## src/rtl/lcd_bus_responder.sv

```systemverilog
// HD44780-style bus responder: decodes RS/RW/E/DB strobes into a 2x16 DDRAM mirror
// plus AC/flags, answers BF/AC reads. Optional DDRAM data reads under LCD_DATA_READ_EN.
// Ports: clock, reset (async, low); bus RS/RW/E/DB_in -> DB_out/DB_oe;
// state busy/addr/display_on/cursor_on/blink_on/inc_mode/func_sets/overrun; mirror rd_idx->rd_char.
module lcd_bus_responder #(
  parameter int EXEC_CYCLES  = 37,
  parameter int CLEAR_CYCLES = 1520
) (
  input  logic       clock,
  input  logic       reset,
  input  logic       RS,
  input  logic       RW,
  input  logic       E,
  input  logic [7:0] DB_in,
  output logic [7:0] DB_out,
  output logic       DB_oe,
  output logic       busy,
  output logic [6:0] addr,
  output logic       display_on,
  output logic       cursor_on,
  output logic       blink_on,
  output logic       inc_mode,
  output logic [1:0] func_sets,
  output logic       overrun,
  input  logic [4:0] rd_idx,
  output logic [7:0] rd_char
);

  typedef enum logic [1:0] {IDLE, EXEC, CLEAR, HOME} state_t;

  localparam int MAXC = (EXEC_CYCLES > CLEAR_CYCLES) ?
                        EXEC_CYCLES : CLEAR_CYCLES;
  localparam int CW = $clog2(MAXC + 1);
  localparam logic [CW-1:0] EXEC_LD = CW'(EXEC_CYCLES - 1);
  localparam logic [CW-1:0] CLR_LD  = CW'(CLEAR_CYCLES - 1);

  state_t        state;
  logic [CW-1:0] cnt;
  logic [5:0]    clr_idx;
  logic [7:0]    ddram [32];
  logic          e_s1, e_s2, e_s3;
  logic          strobe, wr_stb;
  logic          in_win;
  logic [4:0]    widx;
  logic [7:0]    rd_data;

  // Columns 0x10-0x3F of either line have no backing cell;
  // stepping from there lands on the start of that line.
  function automatic logic [6:0] step(input logic [6:0] a,
                                      input logic inc);
    if (a[5:4] != 2'b00)
      return {a[6], 6'h00};
    if (inc)
      return (a[3:0] == 4'hF) ? {~a[6], 6'h00} : a + 7'd1;
    return (a[3:0] == 4'h0) ? {~a[6], 6'h0F} : a - 7'd1;
  endfunction

  assign strobe  = e_s3 & ~e_s2;
  assign wr_stb  = strobe & ~RW;
  assign in_win  = (addr[5:4] == 2'b00);
  assign widx    = {addr[6], addr[3:0]};
  assign rd_char = ddram[rd_idx];

`ifdef LCD_DATA_READ_EN
  logic rd_stb;
  assign rd_stb  = strobe & RW;
  assign rd_data = ddram[widx];
`else
  assign rd_data = 8'h00;
`endif

  always_ff @(posedge clock or negedge reset) begin
    if (!reset) begin
      e_s1       <= 1'b0;
      e_s2       <= 1'b0;
      e_s3       <= 1'b0;
      DB_out     <= 8'h00;
      DB_oe      <= 1'b0;
      busy       <= 1'b0;
      addr       <= 7'h00;
      display_on <= 1'b0;
      cursor_on  <= 1'b0;
      blink_on   <= 1'b0;
      inc_mode   <= 1'b1;
      func_sets  <= 2'd0;
      overrun    <= 1'b0;
      state      <= IDLE;
      cnt        <= '0;
      clr_idx    <= 6'd0;
      for (int i = 0; i < 32; i++)
        ddram[i] <= 8'h20;
    end else begin
      e_s1  <= E;
      e_s2  <= e_s1;
      e_s3  <= e_s2;
      DB_oe <= e_s2 & RW;
      if (e_s2 & RW)
        DB_out <= RS ? rd_data : {busy, addr};
      if (wr_stb & busy)
        overrun <= 1'b1;
`ifdef LCD_DATA_READ_EN
      if (rd_stb & RS)
        addr <= step(addr, inc_mode);
`endif
      unique case (state)
        IDLE: begin
          if (wr_stb) begin
            busy  <= 1'b1;
            state <= EXEC;
            cnt   <= EXEC_LD;
            if (RS) begin
              if (in_win)
                ddram[widx] <= DB_in;
              addr <= step(addr, inc_mode);
            end else begin
              unique case (1'b1)
                DB_in[7]:
                  addr <= DB_in[6:0];
                DB_in[7:5] == 3'b001:
                  if (func_sets != 2'd3)
                    func_sets <= func_sets + 2'd1;
                DB_in[7:3] == 5'b00001: begin
                  display_on <= DB_in[2];
                  cursor_on  <= DB_in[1];
                  blink_on   <= DB_in[0];
                end
                DB_in[7:2] == 6'b000001:
                  inc_mode <= DB_in[1];
                DB_in[7:1] == 7'b0000001: begin
                  addr  <= 7'h00;
                  state <= HOME;
                  cnt   <= CLR_LD;
                end
                DB_in == 8'h01: begin
                  addr     <= 7'h00;
                  inc_mode <= 1'b1;
                  state    <= CLEAR;
                  cnt      <= CLR_LD;
                  clr_idx  <= 6'd0;
                end
                default: ;
              endcase
            end
          end
        end
        default: begin
          if (cnt == '0) begin
            state <= IDLE;
            busy  <= 1'b0;
          end else begin
            cnt <= cnt - 1'b1;
          end
          // Clear fill: one cell per clock inside the busy window.
          if (state == CLEAR && !clr_idx[5]) begin
            ddram[clr_idx[4:0]] <= 8'h20;
            clr_idx <= clr_idx + 6'd1;
          end
        end
      endcase
    end
  end

endmodule

```

## config.mk

```make
export PLATFORM = sky130hd
export DESIGN_NAME = lcd_bus_responder
export DESIGN_NICKNAME = d
export VERILOG_FILES = /design/src/rtl/lcd_bus_responder.sv
export SDC_FILE = /design/constraint.sdc
export NUM_CORES = 1
export LEC_CHECK = 0
export ABC_AREA = 1
export CORE_MARGIN = 2
export CORE_UTILIZATION = 38
export DETAILED_ROUTE_END_ITERATION = 8
export GPL_TIMING_DRIVEN = 0
export SYNTH_ARGS = -nofsm -noshare
export SYNTH_HDL_FRONTEND = slang
export SYNTH_SLANG_ARGS = --single-unit
export TNS_END_PERCENT = 20
```

## constraint.sdc

```tcl
create_clock -name clock -period 5.5 [get_ports clock]
set_input_delay 1.1 -clock clock [delete_from_list [all_inputs] [get_ports clock]]
set_output_delay 1.1 -clock clock [all_outputs]
set_load 0.02 [all_outputs]
```

### Yosys cells after proc, flatten, opt, wreduce, memory -nomap -nowiden

Cells that the tools add are included.

* bits in registers: 302
* bits in latches: 0
* memory bits (writable): 0
* ROM bits: 0
* input port bits: 18
* output and inout port bits: 32
* logic and storage cells: 158
* memories: 0

* add/sub/neg operators: 5
* $mul: 0
* div/mod/pow operators: 0
* order comparisons: 5
* equal/unequal tests: 14
* shift-type cells: 0
* muxes and demuxes: 50
* bitwise gates (word level): 14
* reduce and logical (&&, ||, !) cells: 22

Operator list (number)
* two-way mux 256 bit: 5
* bitwise mux 256 bit: 1
* AND 224 bit: 1
* inverter 224 bit: 1
* demux 8 bit (select 5 bit): 2
* two-way mux 11 bit: 5
* two-way mux 7 bit: 7
* binary-select mux 8 bit (select 5 bit): 1
* two-way mux 8 bit: 5
* OR 32 bit: 1
* two-way mux 6 bit: 5
* greater-or-equal comparator 6 bit, second input constant: 3
* inverter 5 -> 6 bit: 3
* AND reduction 4 bit: 4
* one-hot mux 7 bit (2 select lines): 1
* less-than comparator 6 x 1 -> 1 bit, second input constant: 2
* two-way mux 1 bit: 12
* inequality test 2 bit, second input constant: 6
* logical NOT 11 bit: 1
* subtractor 11 x 1 -> 11 bit, second input constant: 1
* equality test 8 x 1 -> 1 bit, second input constant: 1
* two-way mux 2 bit: 4
* nonzero test 2 bit: 4
* adder 7 x 1 -> 7 bit, second input constant: 1
* other kinds (23): 33

### Logic depth before layout (Yosys ltp)

Gate-level depths: netlist of run 1.

* depth after elaboration: 12
* gate-level depth with buffers: 11

### Least setup slack after synthesis of run 1

OpenSTA, ideal clock, no wires.

* kind: input -> output
* start point: input rd_idx[0]
* end point: output rd_char[5]
* data arrival time: 2.297 ns
* data required time: 4.400 ns
* path slack: 2.103 ns
* cell stages on the path: 11
* path buffers: 3
* cells stage by stage: clkbuf_1 > buf_2 > buf_2 > nand2_1 > nand3_1 > nand3_1 > nand2_1 > nand2_1 > nand2_1 > nand2_1 > nand2_1

* longest elaborated chain between the ends: 4

RTL lines
* start: declaration: RTL line 25 `input logic [4:0] rd_idx,`
* inverter 5 -> 6 bit (not written as such): RTL line 62 `assign rd_char = ddram[rd_idx];`
* binary-select mux 8 bit (select 5 bit): RTL line 62
* two-way mux 8 bit (not written as such) (2 in series): RTL line 62
* end: declaration: RTL line 26 `output logic [7:0] rd_char`

No other way between the ends. The select of a mux whose other input is x is not followed.

### Worst setup path after layout of run 1

* start point: input rd_idx[0]
* end point: output rd_char[2]

Same word-level chain as after synthesis.

==> PnR_summary.wiki, run 1 <==
{| class="wikitable"
! Metric !! Value
|-
| Status || finished, final reports clean
|-
| Routed wire length || 84.8 mm
|-
| Global-route congestion overflow total || 0
|-
| Most area-hungry cell type in the Yosys netlist || dfrtp_1
|-
| Number of enable-type register cells in the synthesized netlist || 0
|-
| Count of cells along the worst register-to-register path || 10
|-
| Worst setup path category || input pin to output pin
|-
| Count of warnings emitted by yosys || 0
|-
| Peak-usage layer in the global routing report || met2
|-
| Count of unique library cells instantiated by Yosys || 39
|-
| Vias/cell || ~5.9
|-
| TritonCTS clock tree || done
|-
| Final number of setup-violating endpoints || 0
|-
| Post-placement cell area || 21100 um2
|-
| Num CTS Buffers || 38
|-
| Number of buffer cells added on primary ports || 46
|-
| Launch point of the worst reg-to-reg path || addr[0]
|-
| Count of endpoints failing hold in the final timing report || 0
|-
| Async S/R FF share, synth || between 90% and 100%
|-
| Worst flop-to-flop path endpoint || ddram[59]
|-
| Met1 Track Usage GR || between 40% and 50%
|-
| Gpl congestion || 0.993
|-
| Relative slew slack || 23.3%
|-
| Die Footprint || 53800 um2
|-
| Core area || 51300 um2
|-
| Crit. End Element || output pin
|-
| Slack of the worst reg-to-reg path || 2.39 ns
|-
| Effective utilization at floorplan || 38.5%
|-
| Final worst-path setup slack || 0.0266 ns
|-
| Routing usage on met2 || 46.7%
|-
| Worst setup path startpoint || rd_idx[0]
|-
| Max Fanout on Critical Path || 10
|-
| Crit share post-route || between 90% and 100%
|-
| CP Data Required Time || 4.40 ns
|-
| Chip Height || 232 um
|-
| First-pass GRT wire length || 126 mm
|-
| Initial drt markers || approximately 2.9k
|-
| Pin count of the biggest net entering global routing || between 90 and 100
|-
| Beginning of the worst hold path || e_s1
|-
| Routed WL per cell || 23.6 um
|-
| Flip-flop and latch count after synthesis || 302
|-
| Leading cell type in the layout, fill and taps excluded || nand2_1
|-
| Number of antenna violations at the first check in global routing || 0
|-
| Endpoint of the worst setup timing path || rd_char[2]
|-
| Area added between synthesis and finish || 13.3%
|-
| Static Leak || approximately 0.011 uW
|-
| Top FF cell, synth || dfrtp_1
|-
| Fmax || 183 MHz
|-
| Number of placement rows || 83
|-
| Post-detailed-placement half-perimeter wirelength || 60.8 mm
|-
| Root Driver || clkbuf_16
|-
| Classification of the worst-slack hold path || flop to flop
|-
| Antenna diode count || 0
|-
| Chip Width || about 230 um
|-
| Number of H-tree levels || 2
|-
| Avg Cell Area, Syn || 7.06 um2
|-
| Tightest Pin Transition || approximately 1.2 ns
|-
| Total track usage || 31.2%
|-
| Main area contributors after synthesis || dfrtp_1, nand2_1, nand3_1
|-
| Type of origin of the critical path || input pin
|-
| Synthesized netlist cell count || 2796
|-
| Number of remaining DRC errors || 0
|-
| Top library cells by usage in the layout, fill and taps aside || nand2_1, nand3_1, dfrtp_1
|-
| Design area || about 22000 um2
|-
| Synth Net Count || 2826
|-
| FILL cells || 5342
|-
| Area of the mapped netlist || about 20000 um2
|-
| Number of I/O pins || 50
|-
| RSZ-0062 raised after global routing || no
|-
| Vias in the first global route || 19.9k
|-
| Clock-pin slew on the worst setup and hold paths || 0.05 ns
|-
| Total power density per cell area || 234 nW/um2
|-
| Arrival time at the worst endpoint || 4.37 ns
|-
| Total number of nets in the final design || 2915
|-
| Remaining number of nets flagged by the antenna check after routing || 0
|-
| Max-capacitance violation count || 0
|-
| Worst slack at placement || -0.0616 ns
|-
| Detailed-router iteration count before antenna repair || 6
|-
| Seq/Total Area, Yosys || 38.5%
|-
| Hold-fix buffers at CTS || 0
|-
| Layout Utilization || 43.6%
|-
| Share of final-layout standard cells stronger than drive strength 1 || slightly below 9%
|-
| Max-slew violation count || 0
|-
| Final hold slack || between 0.3 and 0.4 ns
|-
| GR met3 Demand/Resource || roughly 6.0%
|-
| Maximum buffer depth of the clock tree || 3
|-
| Skew-Pair Late Insertion Delay || 0.59 ns
|-
| Via count || 21.3k
|-
| Worst-case vdd ir drop || ~0.27 mV
|-
| Top-area cell type share of the netlist area || 34.1%
|-
| Shortest period the worst path allows || 5.47 ns
|-
| Number of clock sinks || 302
|-
| Post-Route Skew || 0.0221 ns
|}
-- worst min path at each step --
stage	end	slack, ns	cells after the start
floorplan	e_s2	0.33	0
global placement	e_s2	0.34	0
CTS	e_s2	0.35	0
detailed placement	e_s2	0.34	0
finish	e_s2	0.35	0
global route	e_s2	0.37	0
-- registers in the layout (all words and copies together) (netlist names) --
signal,cells
addr,7
clr_idx,6
ddram,256
state,2
func_sets,2
e_s2,1
inc_mode,1
e_s3,1
busy,1
display_on,1
cursor_on,1
cnt,11
e_s1,1
overrun,1
DB_out,8
blink_on,1
DB_oe,1
-- layout make-up --
cell class / instances / area, um2 / area share (%)
multi-input cells: 2044 / 10300 / 45.9
flip-flops and latches: 302 / 7600 / 34.0
clock buffers: 59 / 1120 / 5.01
inverters: 273 / 1030 / 4.59
plain buffers: 177 / 863 / 3.86
well taps: 680 / 851 / 3.81
repair buffers: 49 / 548 / 2.45
clock inverters: 9 / 95.1 / 0.425
-- logic make-up after synthesis --
kind of cell	Yosys count	share of synthesized area, %
AO/OA/AOI/OAI	550	18.9
XOR/XNOR	8	0.355
adder cells (fa/ha/maj)	12	0.761
buffers and inverters	450	9.53
flip-flops	302	38.5
AND/OR/NAND/NOR	1474	32.0
-- cells in the mapped netlist, types with 12 or more instances --
master    count
buf_2        37
o31ai_1     259
nor2_1       68
inv_2        30
inv_1       239
o21ai_0      51
dfrtp_1     269
o21ai_1     189
nand2_1     913
nand3_1     442
ha_1         12
a21oi_4      25
a21oi_1      12
buf_4        21
dfstp_2      33
buf_1        20
clkbuf_1     92
-- metrics by stage --
stage,TNS [ns],total power (uW),std cells
detailed placement,-0.192,2720,3525
global placement,-3121.69,2710,3522
floorplan,0,2470,2796
CTS,0,5240,3593
global route,0,5360,3593
finish,0,5230,3593
-- critical path, cell delays in order --
cell and delay (ns):
clkdlybuf4s50_1 0.46, inv_1 0.11, clkbuf_1 0.37, clkbuf_1 0.72, nand2_1 0.12, nand3_1 0.11
nand3_1 0.17, nand2_1 0.24, nand2_1 0.08, nand2_1 0.10, nand2_1 0.05, nand2_1 0.10
clkdlybuf4s50_1 0.63
-- per-layer routing --
layer | part of all wire (%) | wire (um)
met1 | 42 | 35300
met2 | 43 | 36300
met3 | 10 | 8770
met4 | 5.2 | 4390
met5 | 0 | 0
-- repair_timing --
action	CTS	global route
setup endpoints to repair	7	8
setup buffers	0	0
resized for setup	2	13
pin swaps	0	0
-- power by group --
group	switching (uW)	internal, uW	total, uW
clock	1090	1450	2540
sequential	4.04	2230	2230
combinational	358	105	463
(Power assumes the default switching activity.)
==> run 2, diff against run 1 <==
- clock period: 5.5 -> 6.8 ns (I/O delays scaled with it)
==> run 2 against run 1 <==
First-iteration DRC count shrank 1.8%. Setup slack gained 0.48 ns. Clock skew grew 0.0014 ns. Via count shrank 0.31%. Utilization is essentially flat. Critical path depth is the same. Non-clock buffer count is the same. Global-route usage is essentially flat. Die area is the same. Routed wire length shrank 0.31%.
==> PnR_summary.wiki, run 2 (synthesized netlist as in run 1, its figures left out) <==
{| class="wikitable"
! Metric !! Value
|-
| Vias in the first global route || about 20k
|-
| Effective utilization at floorplan || 38.5%
|-
| Gpl congestion || a little under 1
|-
| Die Footprint || 53800 um2
|-
| Slack of the worst reg-to-reg path || between 3 and 4 ns
|-
| Area added between synthesis and finish || 13.3%
|-
| Cell class contributing the biggest share of worst-path delay || buffers and inverters
|-
| Number of I/O pins || 50
|-
| Share of final-layout standard cells stronger than drive strength 1 || 8.62%
|-
| Worst Hold Path Cells || 0
|-
| Top Registers || ddram (256), cnt (11), DB_out (8)
|-
| Max stage delay on crit path || between 0.9 and 1 ns
|-
| Max-slew violation count || 0
|-
| Number of antenna violations at the first check in global routing || 0
|-
| Worst flop-to-flop path endpoint || ddram[59]
|-
| Layout Utilization || 43.6%
|-
| Detailed-router iteration count before antenna repair || 6
|-
| Classification of the worst-slack hold path || flop to flop
|-
| Total power density per cell area || 189 nW/um2
|-
| Count of endpoints failing hold in the final timing report || 0
|-
| Worst setup path startpoint || rd_idx[0]
|-
| End of the worst hold path || e_s2
|-
| Max-capacitance violation count || 0
|-
| Number of clock sinks || 302
|-
| First-pass GRT wire length || 126 mm
|-
| Worst-case vdd ir drop || 0.215 mV
|-
| Num CTS Buffers || 38
|-
| Number of remaining DRC errors || 0
|-
| Tightest Pin Transition || 1.19 ns
|-
| Crit. End Element || output pin
|-
| Post_cts resized || 0
|-
| Worst setup path category || input pin to output pin
|-
| Post-Route Skew || between 0.02 and 0.025 ns
|-
| Total track usage || between 30% and 40%
|-
| Root Driver || clkbuf_16
|-
| Chip Height || approximately 230 um
|-
| Number of placement rows || 83
|-
| Pin count of the biggest net entering global routing || 97
|-
| Post-Place Cells || 3525
|-
| Arrival time at the worst endpoint || 4.94 ns
|-
| CP Data Required Time || 5.44 ns
|-
| Chip Width || 232 um
|-
| Relative slew slack || 20.7%
|-
| Cell Chain, Critical Path || clkdlybuf4s50_1 -> inv_1 -> clkbuf_1 -> clkbuf_1 -> nand2_1 -> nand3_1 -> nand3_1 -> nand2_1 -> nand2_1 -> nand2_1 -> nand2_1 -> nand2_1 -> clkdlybuf4s50_1
|-
| Hold-fix buffers at CTS || 0
|-
| Routed WL per cell || 23.5 um
|-
| Antenna diode count || 0
|-
| Clock-pin slew on the worst setup and hold paths || 0.05 ns
|-
| Vias/cell || 5.90
|-
| Crit share post-route || 92.6%
|-
| Number of flip-flops under the largest register name || 256
|-
| Beginning of the worst hold path || e_s1
|-
| Number of H-tree levels || 2
|-
| Maximum buffer depth of the clock tree || 3
|-
| Most used cell along the critical path || nand2_1
|-
| Initial drt markers || 2821
|-
| Global-route congestion overflow total || 0
|-
| Via count || 21.2k
|-
| Skew-Pair Late Insertion Delay || between 0.5 and 0.6 ns
|-
| Number of buffer cells added on primary ports || 46
|-
| Worst path bufs/invs || 5
|-
| Total number of nets in the final design || between 2k and 3k
|-
| RSZ-0062 raised after global routing || no
|-
| Static Leak || 0.0110 uW
|-
| Launch point of the worst reg-to-reg path || addr[0]
|-
| Largest reg by FF count || ddram
|-
| Top library cells by usage in the layout, fill and taps aside || nand2_1, nand3_1, dfrtp_1
|-
| Number of non-filler instances in the completed layout || ~3.6k
|-
| Type of origin of the critical path || input pin
|-
| Remaining number of nets flagged by the antenna check after routing || 0
|-
| Number of post-CTS setup repair buffers || 0
|-
| Leading cell type in the layout, fill and taps excluded || nand2_1
|-
| Max Fanout on Critical Path || 10
|-
| Shortest period the worst path allows || 6.30 ns
|-
| Post-detailed-placement half-perimeter wirelength || 60.8 mm
|-
| Count of cells along the worst register-to-register path || 10
|-
| Core area || 51300 um2
|-
| Worst-path cell with the longest stage delay || clkbuf_1
|-
| Status || finished, final reports clean
|-
| Routed wire length || 84.5 mm
|-
| Final number of setup-violating endpoints || 0
|-
| Fmax || 159 MHz
|-
| TritonCTS clock tree || done
|}
[run 2: cell counts in the layout (fill, tap and decap cells not counted)]
Identical to the previous run, type by type.
[run 2: worst max path at each step]
stage / end / cells after the start / slack [ns]
after floorplan: rd_char[5] / 11 / 2.88
after global placement: ddram[8] / 1 / -9.80
after detailed placement: rd_char[2] / 13 / 0.72
after CTS: rd_char[2] / 13 / 0.71
after global routing: rd_char[3] / 13 / 0.47
final: rd_char[3] / 13 / 0.50
[run 2: worst register-to-register path, stage by stage (launching register included)]
cell and delay (ns):
dfrtp_1 0.45, inv_1 0.20, ha_1 0.19, clkbuf_1 0.80
inv_1 0.19, nor2_1 0.34, inv_2 0.19, a21oi_4 0.31
inv_2 0.14, nand2_1 0.08, nand2_1 0.05
[run 2: metal layers]
layer,wire length (um),up-vias,global-route usage [%]
met3,8790,206,6.00
met5,0,-,0
met1,35200,10300,43.4
li1,-,9542,-
met4,4270,0,14.6
met2,36300,1166,46.7
[run 2: where the power goes]
part,total (uW),leakage (uW),internal [uW],switching (uW)
Clock,2050,0.000594,1170,875
Combinational,374,0.00748,85.0,289
Sequential,1810,0.00288,1800,3.21
Total,4230,0.0110,3060,1170
[run 2: area by class of cell]
type | count | area (um2)
clock buffer | 59 | 1120
buffer | 177 | 855
fill | 5345 | 29000
sequential | 302 | 7600
multi-input combinational | 2044 | 10300
timing repair buffer | 49 | 548
inverter | 273 | 1030
clock inverter | 9 | 95.1
tap | 680 | 851
[run 2: stage by stage]
| step | setup slack, ns | area (um2) | total power (uW) | hold WS [ns] | TNS, ns |
|---|---|---|---|---|---|
| after global placement | -9.80 | 21000 | 2200 | 0.337 | -2807.43 |
| after global routing | 0.468 | 22300 | 4330 | 0.365 | 0 |
| after CTS | 0.711 | 22300 | 4240 | 0.352 | 0 |
| final | 0.504 | 22300 | 4230 | 0.349 | 0 |
| after detailed placement | 0.718 | 21100 | 2200 | 0.340 | 0 |
| after floorplan | 2.88 | 19700 | 2000 | 0.331 | 0 |
